**src/rtl/rv_ctrl_pkg.sv**
```systemverilog
// rv_ctrl_pkg
//   Shared constants and types for the multi-cycle RV32I control unit.
//   Contents:
//     - RV32I opcode constants used by the decoder
//     - ALU operation codes driven on alu_ctrl
//     - Mux-select encodings for pc_src, alu_src_a, alu_src_b, imm_sel, addr_src, wb_sel
//     - Trap cause encodings
//     - FSM state enum and instruction-class enum
//     - branch_taken(): turns funct3 and the ALU zero flag into a taken decision
package rv_ctrl_pkg;

  localparam logic [6:0] OPC_LUI    = 7'b0110111;
  localparam logic [6:0] OPC_AUIPC  = 7'b0010111;
  localparam logic [6:0] OPC_JAL    = 7'b1101111;
  localparam logic [6:0] OPC_JALR   = 7'b1100111;
  localparam logic [6:0] OPC_BRANCH = 7'b1100011;
  localparam logic [6:0] OPC_LOAD   = 7'b0000011;
  localparam logic [6:0] OPC_STORE  = 7'b0100011;
  localparam logic [6:0] OPC_OP_IMM = 7'b0010011;
  localparam logic [6:0] OPC_OP     = 7'b0110011;

  localparam logic [6:0] F7_BASE = 7'h00;
  localparam logic [6:0] F7_ALT  = 7'h20;

  localparam logic [3:0] ALU_ADD     = 4'd0;
  localparam logic [3:0] ALU_SUB     = 4'd1;
  localparam logic [3:0] ALU_AND     = 4'd2;
  localparam logic [3:0] ALU_OR      = 4'd3;
  localparam logic [3:0] ALU_XOR     = 4'd4;
  localparam logic [3:0] ALU_SLL     = 4'd5;
  localparam logic [3:0] ALU_SRL     = 4'd6;
  localparam logic [3:0] ALU_SRA     = 4'd7;
  localparam logic [3:0] ALU_SLT     = 4'd8;
  localparam logic [3:0] ALU_SLTU    = 4'd9;
  localparam logic [3:0] ALU_INVALID = 4'd15;

  localparam logic [1:0] PC_SRC_PLUS4 = 2'd0;
  localparam logic [1:0] PC_SRC_ALU   = 2'd1;
  localparam logic [1:0] PC_SRC_JALR  = 2'd2;

  localparam logic [1:0] SRC_A_RS1   = 2'd0;
  localparam logic [1:0] SRC_A_OLDPC = 2'd1;
  localparam logic [1:0] SRC_A_ZERO  = 2'd2;

  localparam logic [1:0] SRC_B_RS2  = 2'd0;
  localparam logic [1:0] SRC_B_IMM  = 2'd1;
  localparam logic [1:0] SRC_B_FOUR = 2'd2;

  localparam logic [2:0] IMM_I = 3'd0;
  localparam logic [2:0] IMM_S = 3'd1;
  localparam logic [2:0] IMM_B = 3'd2;
  localparam logic [2:0] IMM_U = 3'd3;
  localparam logic [2:0] IMM_J = 3'd4;

  localparam logic ADDR_PC   = 1'b0;
  localparam logic ADDR_DATA = 1'b1;

  localparam logic [1:0] WB_ALU = 2'd0;
  localparam logic [1:0] WB_MEM = 2'd1;
  localparam logic [1:0] WB_PC4 = 2'd2;

  localparam logic [1:0] CAUSE_NONE    = 2'd0;
  localparam logic [1:0] CAUSE_ILLEGAL = 2'd1;
  localparam logic [1:0] CAUSE_TIMEOUT = 2'd2;

  typedef enum logic [2:0] {
    ST_FETCH  = 3'd0,
    ST_DECODE = 3'd1,
    ST_EXEC   = 3'd2,
    ST_MEM    = 3'd3,
    ST_WB     = 3'd4,
    ST_TRAP   = 3'd5
  } state_e;

  typedef enum logic [3:0] {
    CLS_REG,
    CLS_IMM,
    CLS_LOAD,
    CLS_STORE,
    CLS_BRANCH,
    CLS_LUI,
    CLS_AUIPC,
    CLS_JAL,
    CLS_JALR,
    CLS_NONE
  } instr_class_e;

  // funct3[0] flips the sense of the test. For beq/bne the ALU subtracts, so
  // "equal" means zero. For the less-than family the ALU produces slt/sltu,
  // so "less than" means non-zero; that is why funct3[2] inverts the polarity.
  function automatic logic branch_taken(input logic [2:0] funct3, input logic alu_zero);
    logic taken;
    if (funct3[2]) taken = (alu_zero == funct3[0]);
    else           taken = (alu_zero != funct3[0]);
    return taken;
  endfunction

endpackage

```
**src/rtl/rv_instr_decoder.sv**
```systemverilog
// rv_instr_decoder
//   Purely combinational RV32I decoder. It classifies the instruction held in
//   the IR and selects the ALU operation and immediate format that EXEC uses.
//   Only the base integer set is accepted, with LW/SW as the sole memory ops.
// Ports:
//   instr     in   32  IR contents
//   cls       out  4   instruction class (CLS_NONE when illegal)
//   alu_ctrl  out  4   ALU operation for EXEC (ALU_INVALID when illegal)
//   imm_sel   out  3   immediate format for EXEC
//   illegal   out  1   opcode/funct combination is not supported
module rv_instr_decoder
  import rv_ctrl_pkg::*;
(
  input  logic [31:0]  instr,
  output instr_class_e cls,
  output logic [3:0]   alu_ctrl,
  output logic [2:0]   imm_sel,
  output logic         illegal
);

  logic [6:0] opcode;
  logic [2:0] funct3;
  logic [6:0] funct7;
  logic       unused_reg_fields;

  assign opcode = instr[6:0];
  assign funct3 = instr[14:12];
  assign funct7 = instr[31:25];

  // Register indices and immediate bits are consumed by the datapath, not by control.
  assign unused_reg_fields = ^{instr[24:15], instr[11:7]};

  // alt selects the funct7=0x20 variant (sub, sra).
  function automatic logic [3:0] funct3_to_alu(input logic [2:0] f3, input logic alt);
    logic [3:0] op;
    case (f3)
      3'b000:  op = alt ? ALU_SUB : ALU_ADD;
      3'b001:  op = ALU_SLL;
      3'b010:  op = ALU_SLT;
      3'b011:  op = ALU_SLTU;
      3'b100:  op = ALU_XOR;
      3'b101:  op = alt ? ALU_SRA : ALU_SRL;
      3'b110:  op = ALU_OR;
      default: op = ALU_AND;
    endcase
    return op;
  endfunction

  always_comb begin
    cls      = CLS_NONE;
    alu_ctrl = ALU_ADD;
    imm_sel  = IMM_I;
    illegal  = 1'b0;
    case (opcode)
      OPC_OP: begin
        cls      = CLS_REG;
        alu_ctrl = funct3_to_alu(funct3, funct7[5]);
        if (funct7 == F7_ALT) illegal = !((funct3 == 3'b000) || (funct3 == 3'b101));
        else                  illegal = (funct7 != F7_BASE);
      end
      OPC_OP_IMM: begin
        cls      = CLS_IMM;
        imm_sel  = IMM_I;
        // Only shifts carry a funct7 field; addi etc. use those bits as immediate.
        alu_ctrl = funct3_to_alu(funct3, (funct3 == 3'b101) && (funct7 == F7_ALT));
        if (funct3 == 3'b001)      illegal = (funct7 != F7_BASE);
        else if (funct3 == 3'b101) illegal = !((funct7 == F7_BASE) || (funct7 == F7_ALT));
      end
      OPC_LOAD: begin
        cls     = CLS_LOAD;
        imm_sel = IMM_I;
        illegal = (funct3 != 3'b010);
      end
      OPC_STORE: begin
        cls     = CLS_STORE;
        imm_sel = IMM_S;
        illegal = (funct3 != 3'b010);
      end
      OPC_BRANCH: begin
        cls     = CLS_BRANCH;
        imm_sel = IMM_B;
        case (funct3[2:1])
          2'b00:   alu_ctrl = ALU_SUB;
          2'b10:   alu_ctrl = ALU_SLT;
          2'b11:   alu_ctrl = ALU_SLTU;
          default: illegal  = 1'b1;
        endcase
      end
      OPC_LUI: begin
        cls     = CLS_LUI;
        imm_sel = IMM_U;
      end
      OPC_AUIPC: begin
        cls     = CLS_AUIPC;
        imm_sel = IMM_U;
      end
      OPC_JAL: begin
        cls     = CLS_JAL;
        imm_sel = IMM_J;
      end
      OPC_JALR: begin
        cls     = CLS_JALR;
        imm_sel = IMM_I;
        illegal = (funct3 != 3'b000);
      end
      default: illegal = 1'b1;
    endcase
    if (illegal) begin
      cls      = CLS_NONE;
      alu_ctrl = ALU_INVALID;
    end
  end

endmodule

```
**src/rtl/multicycle_control_unit.sv**
```systemverilog
// multicycle_control_unit
//   Multi-cycle RV32I control FSM (FETCH/DECODE/EXEC/MEM/WB/TRAP) driving a
//   shared datapath with a single memory port. Memory accesses wait on
//   mem_ready, bounded by a timeout that raises a sticky bus-timeout trap.
//   Illegal instructions are caught in DECODE and raise a sticky trap.
// Ports:
//   clk, rst     clock, synchronous active-high reset
//   instr        IR contents (valid from DECODE onward)
//   mem_ready    memory completes the current request this cycle
//   alu_zero     ALU result is zero (branch resolution)
//   ir_write     latch IR/old_pc from memory read data
//   pc_write     load PC from pc_src
//   pc_src       0 PC+4, 1 ALU result, 2 ALU result & ~1
//   alu_src_a    0 rs1, 1 old_pc, 2 zero
//   alu_src_b    0 rs2, 1 imm, 2 const 4
//   imm_sel      0 I, 1 S, 2 B, 3 U, 4 J
//   alu_ctrl     ALU operation code
//   mem_req      memory request, held until mem_ready
//   mem_we       store when mem_req is set
//   addr_src     0 PC, 1 ALU-out register
//   reg_write    regfile write strobe
//   wb_sel       0 ALU-out, 1 memory data, 2 old_pc+4
//   trap         sticky fault flag
//   trap_cause   0 none, 1 illegal instruction, 2 bus timeout
//   state_o      current FSM state
module multicycle_control_unit
  import rv_ctrl_pkg::*;
#(
  parameter int ALU_CTRL_W  = 4,
  parameter int TIMEOUT_CYC = 16
) (
  input  logic                  clk,
  input  logic                  rst,
  input  logic [31:0]           instr,
  input  logic                  mem_ready,
  input  logic                  alu_zero,
  output logic                  ir_write,
  output logic                  pc_write,
  output logic [1:0]            pc_src,
  output logic [1:0]            alu_src_a,
  output logic [1:0]            alu_src_b,
  output logic [2:0]            imm_sel,
  output logic [ALU_CTRL_W-1:0] alu_ctrl,
  output logic                  mem_req,
  output logic                  mem_we,
  output logic                  addr_src,
  output logic                  reg_write,
  output logic [1:0]            wb_sel,
  output logic                  trap,
  output logic [1:0]            trap_cause,
  output logic [2:0]            state_o
);

  localparam int CNT_W = (TIMEOUT_CYC > 0) ? $clog2(TIMEOUT_CYC + 1) : 1;
  localparam logic [CNT_W-1:0] CNT_LAST = CNT_W'((TIMEOUT_CYC > 0) ? TIMEOUT_CYC - 1 : 0);

  state_e       state_q, state_d;
  logic [CNT_W-1:0] cnt_q, cnt_d;
  logic         trap_q, trap_d;
  logic [1:0]   cause_q, cause_d;

  instr_class_e dec_cls;
  logic [3:0]   dec_alu;
  logic [2:0]   dec_imm;
  logic         dec_illegal;

  logic [3:0]   alu_op;
  logic         ir_write_raw, pc_write_raw, mem_req_raw, mem_we_raw, reg_write_raw;
  logic         is_store;
  logic         timeout_hit;

  rv_instr_decoder u_decoder (
    .instr    (instr),
    .cls      (dec_cls),
    .alu_ctrl (dec_alu),
    .imm_sel  (dec_imm),
    .illegal  (dec_illegal)
  );

  assign is_store = (dec_cls == CLS_STORE);

  // Fires on the last permitted wait cycle; a same-cycle mem_ready suppresses it.
  assign timeout_hit = (TIMEOUT_CYC != 0) && !mem_ready && (cnt_q == CNT_LAST);

  // Next-state, wait counter, trap capture and Moore/handshake outputs.
  // The counter defaults to zero so it is cleared whenever FETCH/MEM is entered.
  always_comb begin
    state_d       = state_q;
    cnt_d         = '0;
    trap_d        = trap_q;
    cause_d       = cause_q;
    ir_write_raw  = 1'b0;
    pc_write_raw  = 1'b0;
    mem_req_raw   = 1'b0;
    mem_we_raw    = 1'b0;
    reg_write_raw = 1'b0;
    pc_src        = PC_SRC_PLUS4;
    alu_src_a     = SRC_A_RS1;
    alu_src_b     = SRC_B_RS2;
    imm_sel       = IMM_I;
    alu_op        = ALU_ADD;
    addr_src      = ADDR_PC;
    wb_sel        = WB_ALU;

    case (state_q)
      ST_FETCH: begin
        mem_req_raw = 1'b1;
        addr_src    = ADDR_PC;
        if (mem_ready) begin
          ir_write_raw = 1'b1;
          pc_write_raw = 1'b1;
          pc_src       = PC_SRC_PLUS4;
          state_d      = ST_DECODE;
        end else if (timeout_hit) begin
          state_d = ST_TRAP;
          trap_d  = 1'b1;
          cause_d = CAUSE_TIMEOUT;
        end else begin
          cnt_d = cnt_q + CNT_W'(1);
        end
      end

      // Branch target is precomputed here so EXEC can load it from ALU-out.
      ST_DECODE: begin
        alu_src_a = SRC_A_OLDPC;
        alu_src_b = SRC_B_IMM;
        imm_sel   = IMM_B;
        alu_op    = ALU_ADD;
        if (dec_illegal) begin
          state_d = ST_TRAP;
          trap_d  = 1'b1;
          cause_d = CAUSE_ILLEGAL;
        end else begin
          state_d = ST_EXEC;
        end
      end

      ST_EXEC: begin
        imm_sel = dec_imm;
        alu_op  = dec_alu;
        case (dec_cls)
          CLS_REG: begin
            state_d = ST_WB;
          end
          CLS_IMM: begin
            alu_src_b = SRC_B_IMM;
            state_d   = ST_WB;
          end
          CLS_LOAD, CLS_STORE: begin
            alu_src_b = SRC_B_IMM;
            state_d   = ST_MEM;
          end
          CLS_LUI: begin
            alu_src_a = SRC_A_ZERO;
            alu_src_b = SRC_B_IMM;
            state_d   = ST_WB;
          end
          CLS_AUIPC: begin
            alu_src_a = SRC_A_OLDPC;
            alu_src_b = SRC_B_IMM;
            state_d   = ST_WB;
          end
          CLS_BRANCH: begin
            if (branch_taken(instr[14:12], alu_zero)) begin
              pc_write_raw = 1'b1;
              pc_src       = PC_SRC_ALU;
            end
            state_d = ST_FETCH;
          end
          CLS_JAL: begin
            alu_src_a    = SRC_A_OLDPC;
            alu_src_b    = SRC_B_IMM;
            pc_write_raw = 1'b1;
            pc_src       = PC_SRC_ALU;
            state_d      = ST_WB;
          end
          CLS_JALR: begin
            alu_src_b    = SRC_B_IMM;
            pc_write_raw = 1'b1;
            pc_src       = PC_SRC_JALR;
            state_d      = ST_WB;
          end
          default: begin
            state_d = ST_TRAP;
            trap_d  = 1'b1;
            cause_d = CAUSE_ILLEGAL;
          end
        endcase
      end

      ST_MEM: begin
        mem_req_raw = 1'b1;
        mem_we_raw  = is_store;
        addr_src    = ADDR_DATA;
        if (mem_ready) begin
          state_d = is_store ? ST_FETCH : ST_WB;
        end else if (timeout_hit) begin
          state_d = ST_TRAP;
          trap_d  = 1'b1;
          cause_d = CAUSE_TIMEOUT;
        end else begin
          cnt_d = cnt_q + CNT_W'(1);
        end
      end

      ST_WB: begin
        reg_write_raw = 1'b1;
        case (dec_cls)
          CLS_LOAD:          wb_sel = WB_MEM;
          CLS_JAL, CLS_JALR: wb_sel = WB_PC4;
          default:           wb_sel = WB_ALU;
        endcase
        state_d = ST_FETCH;
      end

      ST_TRAP: begin
        state_d = ST_TRAP;
      end

      default: begin
        state_d = ST_FETCH;
      end
    endcase
  end

  // State, wait counter and sticky trap registers.
  always_ff @(posedge clk) begin
    if (rst) begin
      state_q <= ST_FETCH;
      cnt_q   <= '0;
      trap_q  <= 1'b0;
      cause_q <= CAUSE_NONE;
    end else begin
      state_q <= state_d;
      cnt_q   <= cnt_d;
      trap_q  <= trap_d;
      cause_q <= cause_d;
    end
  end

  // Strobes are suppressed while reset is asserted so an in-flight access is
  // abandoned immediately rather than completing against stale state.
  assign ir_write   = ir_write_raw  & ~rst;
  assign pc_write   = pc_write_raw  & ~rst;
  assign mem_req    = mem_req_raw   & ~rst;
  assign mem_we     = mem_we_raw    & ~rst;
  assign reg_write  = reg_write_raw & ~rst;
  assign alu_ctrl   = ALU_CTRL_W'(alu_op);
  assign trap       = trap_q;
  assign trap_cause = cause_q;
  assign state_o    = state_q;

endmodule

```
**config.mk**
```make
export PLATFORM = sky130hd
export DESIGN_NAME = multicycle_control_unit
export DESIGN_NICKNAME = d
export VERILOG_FILES = /design/src/rtl/rv_ctrl_pkg.sv /design/src/rtl/rv_instr_decoder.sv /design/src/rtl/multicycle_control_unit.sv
export SDC_FILE = /design/constraint.sdc
export NUM_CORES = 1
export LEC_CHECK = 0
export ABC_CLOCK_PERIOD_IN_PS = 4000
export CAP_MARGIN = 25
export CORE_ASPECT_RATIO = 0.9
export CORE_MARGIN = 4
export CORE_UTILIZATION = 41
export DETAILED_ROUTE_END_ITERATION = 6
export PLACE_DENSITY_LB_ADDON = 0.05
export SYNTH_ARGS = -nofsm -noshare
export SYNTH_HDL_FRONTEND = slang
export SYNTH_SLANG_ARGS = --single-unit
```
**constraint.sdc**
```tcl
create_clock -name clk -period 4 [get_ports clk]
set_input_delay 0.8 -clock clk [delete_from_list [all_inputs] [get_ports clk]]
set_output_delay 0.8 -clock clk [all_outputs]
set_load 0.05 [all_outputs]
```
==> summary.txt <==
STA
  – Clock period minus final worst setup slack: 3.87 ns
  – Maximum operating frequency: 0.258 GHz
  – Slew HR: 0.652
  – Number of endpoints failing setup at the final stage: 0
  – Max Slew Vio Count: 0
  – Setup TNS after final layout: 0 ns
  – Unrepaired setup endpoints after global routing: false
  – Worst slew pin tran: 0.521 ns
  – Ratio of final minimum period to clock period: 0.968
  – Worst clock skew on the final layout: 0.00367 ns
  – Number of hold violations in the final report: 0
  – Smallest setup slack after layout: about 0.13 ns

Worst setup path
  – Startpoint of the worst register-to-register path: cnt_q[0]$_SDFF_PP0_
  – Setup slack of the most critical reg-to-reg path: about 2.2 ns
  – CP Capture Point: pc_write
  – Setup Crit Path Kind: input pin to primary output
  – Max Fanout on Critical Path: 4
  – CP required: 3.20 ns
  – Arrival time at the worst endpoint: 3.07 ns
  – Number of cell instances on the worst register-to-register path: 8
  – Critical path origin: instr[5]
  – Endpoint type of the worst setup path: primary output
  – Worst R2R End: state_o[0]$_SDFF_PP0_
  – Sort of element at the start of the critical path: input pin

Cells and area
  – Growth of design area from synthesis to finish: 58.5%
  – Final antenna diode count: 0
  – Number of nets in the finished design: 283
  – Proportion of layout cells with a drive suffix above 1: 0.229

Run
  – Count of maximum capacitance violations: 0

CTS
  – Number of sinks driven by the clock tree: 11
  – Clock insertion delay at the later pin of the skew report: between 0.2 and 0.3 ns
  – Depth of the CTS H-tree: 1
  – Clock buffers created by TritonCTS: 3
  – Maximum buffer depth of the clock tree: 2
  – CTS tree: done
  – Post-CTS setup-driven buffer insertion count: 0
  – Root buffer selected by CTS: sky130_fd_sc_hd__clkbuf_4
  – Clock transition at path regs: 0.08 ns

Synthesis
  – Portion of the post-synthesis area used by sequential elements: 0.172
  – Synthesized flop and latch total: 11
  – Yosys Warn Count: 0
  – Top cell types by occurrence after synthesis: 22 x sky130_fd_sc_hd__nor2_1, 17 x sky130_fd_sc_hd__nand2_1, 14 x sky130_fd_sc_hd__a21oi_1, 11 x sky130_fd_sc_hd__dfxtp_1, 11 x sky130_fd_sc_hd__o21ai_0
  – Post-Syn Nets: 230
  – Library cell with the highest instance count after synthesis: sky130_fd_sc_hd__nor2_1
  – Post-synthesis instance total: 188
  – Proportion of synthesized flip-flops having asynchronous set or reset: 0
  – Distinct cell type count of the synthesized netlist: 48
  – EDFF count, synth: 0
  – Average size of a mapped cell: roughly 6.8 µm²
  – Synth Cell Area: around 0.0013 mm²
  – Area share of the largest cell type after synthesis: 0.172
  – Library cell occupying the most area in the post-synthesis netlist: sky130_fd_sc_hd__dfxtp_1
  – Cells taking the most area after synthesis: sky130_fd_sc_hd__dfxtp_1 17%, sky130_fd_sc_hd__nor2_1 6.4%, sky130_fd_sc_hd__ha_1 5.9%
  – Dominant synthesized flop cell: sky130_fd_sc_hd__dfxtp_1

Floorplan
  – Die Height: 61.1 µm
  – Starting utilization of the core area: 0.448
  – Area of the core: 0.00286 mm²
  – Number of top-level design ports: 63
  – Standard-cell rows: 18
  – Chip Width: 67.0 µm
  – Overall die area: approximately 0.0041 mm²

Global route
  – Via count of the first global-routing pass: between 1000 and 1500
  – Global-route wire length before repair: 6250 µm
  – Overall track demand over capacity in global routing: 0.197
  – Number of antenna violations at the first check in global routing: 0
  – Aggregate global routing overflow: 0
  – Largest net degree at the start of global routing: 16

Routing
  – Drt pass-1 iters: 4
  – Final routed DRC violation total: 0
  – Post-detailed-routing wire length: approximately 4000 µm
  – DRT antenna net count: 0
  – Detailed-route vias per instance: approximately 5.5
  – Final routed wire length divided by cell count: 14.2 µm
  – Number of DRC markers after the initial detailed-route iteration: approximately 150
  – Number of vias in the routed layout: 1553

Power and ir drop
  – Max IR drop VDD: 0.189 mV
  – Leakage power summed over all cells: 0.805 nW
  – Power density of the placed cells: 180 mW/mm²
  – Total power consumption of the routed design: 0.000367 W

Placement
  – Final estimated routing congestion in global placement: between 0.8 and 0.9
  – Post-Place Setup Slack: 0.00567 ns
  – Number of buffers added on ports: 46
  – Post-DP HPWL: 3200 µm

Worst hold path
  – Worst hold-check path type: flip-flop to flip-flop

Status
  – Run status: finished clean
[where the power goes]
part	switching, W	internal [W]
Clock	0.0000434	0.0000371
Combinational	0.0000959	0.0000693
Sequential	0.00000716	0.000114
Total	0.000147	0.000220
[repair_timing]
| action | in CTS | in global routing |
|---|---|---|
| endpoints found under the setup margin | 0 | 11 |
| gates resized for setup | 0 | 18 |
| hold buffers | 0 | 0 |
[worst min-delay path by stage]
| stage | startpoint | endpoint | cells after the start |
|---|---|---|---|
| 6_report | cnt_q[0]$_SDFF_PP0_ | cnt_q[0]$_SDFF_PP0_ | 1 |
| 5_1_grt | cnt_q[0]$_SDFF_PP0_ | cnt_q[0]$_SDFF_PP0_ | 1 |
| 4_1_cts | trap_cause[0]$_SDFFE_PP0P_ | trap_cause[0]$_SDFFE_PP0P_ | 2 |
| 3_5_place_dp | trap_cause[0]$_SDFFE_PP0P_ | trap_cause[0]$_SDFFE_PP0P_ | 2 |
| 3_3_place_gp | cnt_q[0]$_SDFF_PP0_ | cnt_q[0]$_SDFF_PP0_ | 1 |
| 2_1_floorplan | cnt_q[0]$_SDFF_PP0_ | cnt_q[0]$_SDFF_PP0_ | 1 |
[registers in the layout, indices dropped and copies added (netlist names)]
name,flops
cnt_q,5
state_o,3
trap_cause,2
trap,1
[kinds of logic after synthesis]
kind of cell	after synthesis	synth area share
AO/OA/AOI/OAI	50	0.264
XOR/XNOR	8	0.0546
adder cells (fa/ha/maj)	6	0.0585
buffers and inverters	22	0.0722
flip-flops	11	0.172
other	1	0.00292
AND/OR/NAND/NOR	90	0.376
[layout by cell type, fill, tap and decap left out, types with 9 or more instances in the layout]
master / netlist / layout
sky130_fd_sc_hd__dfxtp_1: 11 / 11
sky130_fd_sc_hd__nor2_1: 22 / 21
sky130_fd_sc_hd__a21oi_1: 14 / 13
sky130_fd_sc_hd__clkdlybuf4s50_1: 0 / 28
sky130_fd_sc_hd__buf_4: 1 / 26
sky130_fd_sc_hd__o21ai_0: 11 / 10
sky130_fd_sc_hd__nand3_1: 10 / 9
sky130_fd_sc_hd__nor3_1: 9 / 9
sky130_fd_sc_hd__nand2_1: 17 / 17
[final cells by class]
cell class	instances	area [µm²]
Sequential cell	11	220
Fill cell	243	827
Inverter	6	22.5
Multi-Input combinational cell	155	1070
Clock inverter	1	5.00
Clock buffer	3	22.5
Timing Repair Buffer	64	644
Tap cell	40	50.0
[through the flow]
step           cells  hold slack [ns]  instance area, µm²   util
3_3_place_gp     276            0.432                1910  0.669
6_report         280            0.467                2030  0.711
5_1_grt          280            0.497                2030  0.711
4_1_cts          280            0.475                1940  0.678
3_5_place_dp     276            0.456                1910  0.669
2_1_floorplan    188            0.418                1300      -
[critical path, cell delays in order]
cell                              delay [ns]
sky130_fd_sc_hd__clkdlybuf4s50_1        0.47
sky130_fd_sc_hd__or4b_4                 0.47
sky130_fd_sc_hd__a311oi_4               0.36
sky130_fd_sc_hd__o32ai_4                0.17
sky130_fd_sc_hd__nor3_4                 0.30
sky130_fd_sc_hd__nand3_2                0.14
sky130_fd_sc_hd__a31oi_4                0.20
sky130_fd_sc_hd__buf_12                 0.16
[layer usage]
| layer | vias up | routed length (µm) | GRT usage |
|---|---|---|---|
| met5 | - | 0 | 0 |
| met4 | 0 | 24 | 0.0376 |
| met3 | 2 | 196 | 0.0347 |
| met2 | 46 | 1880 | 0.336 |
| met1 | 723 | 1880 | 0.264 |
| li1 | 782 | - | - |
Power figures use the tool's default switching activity.
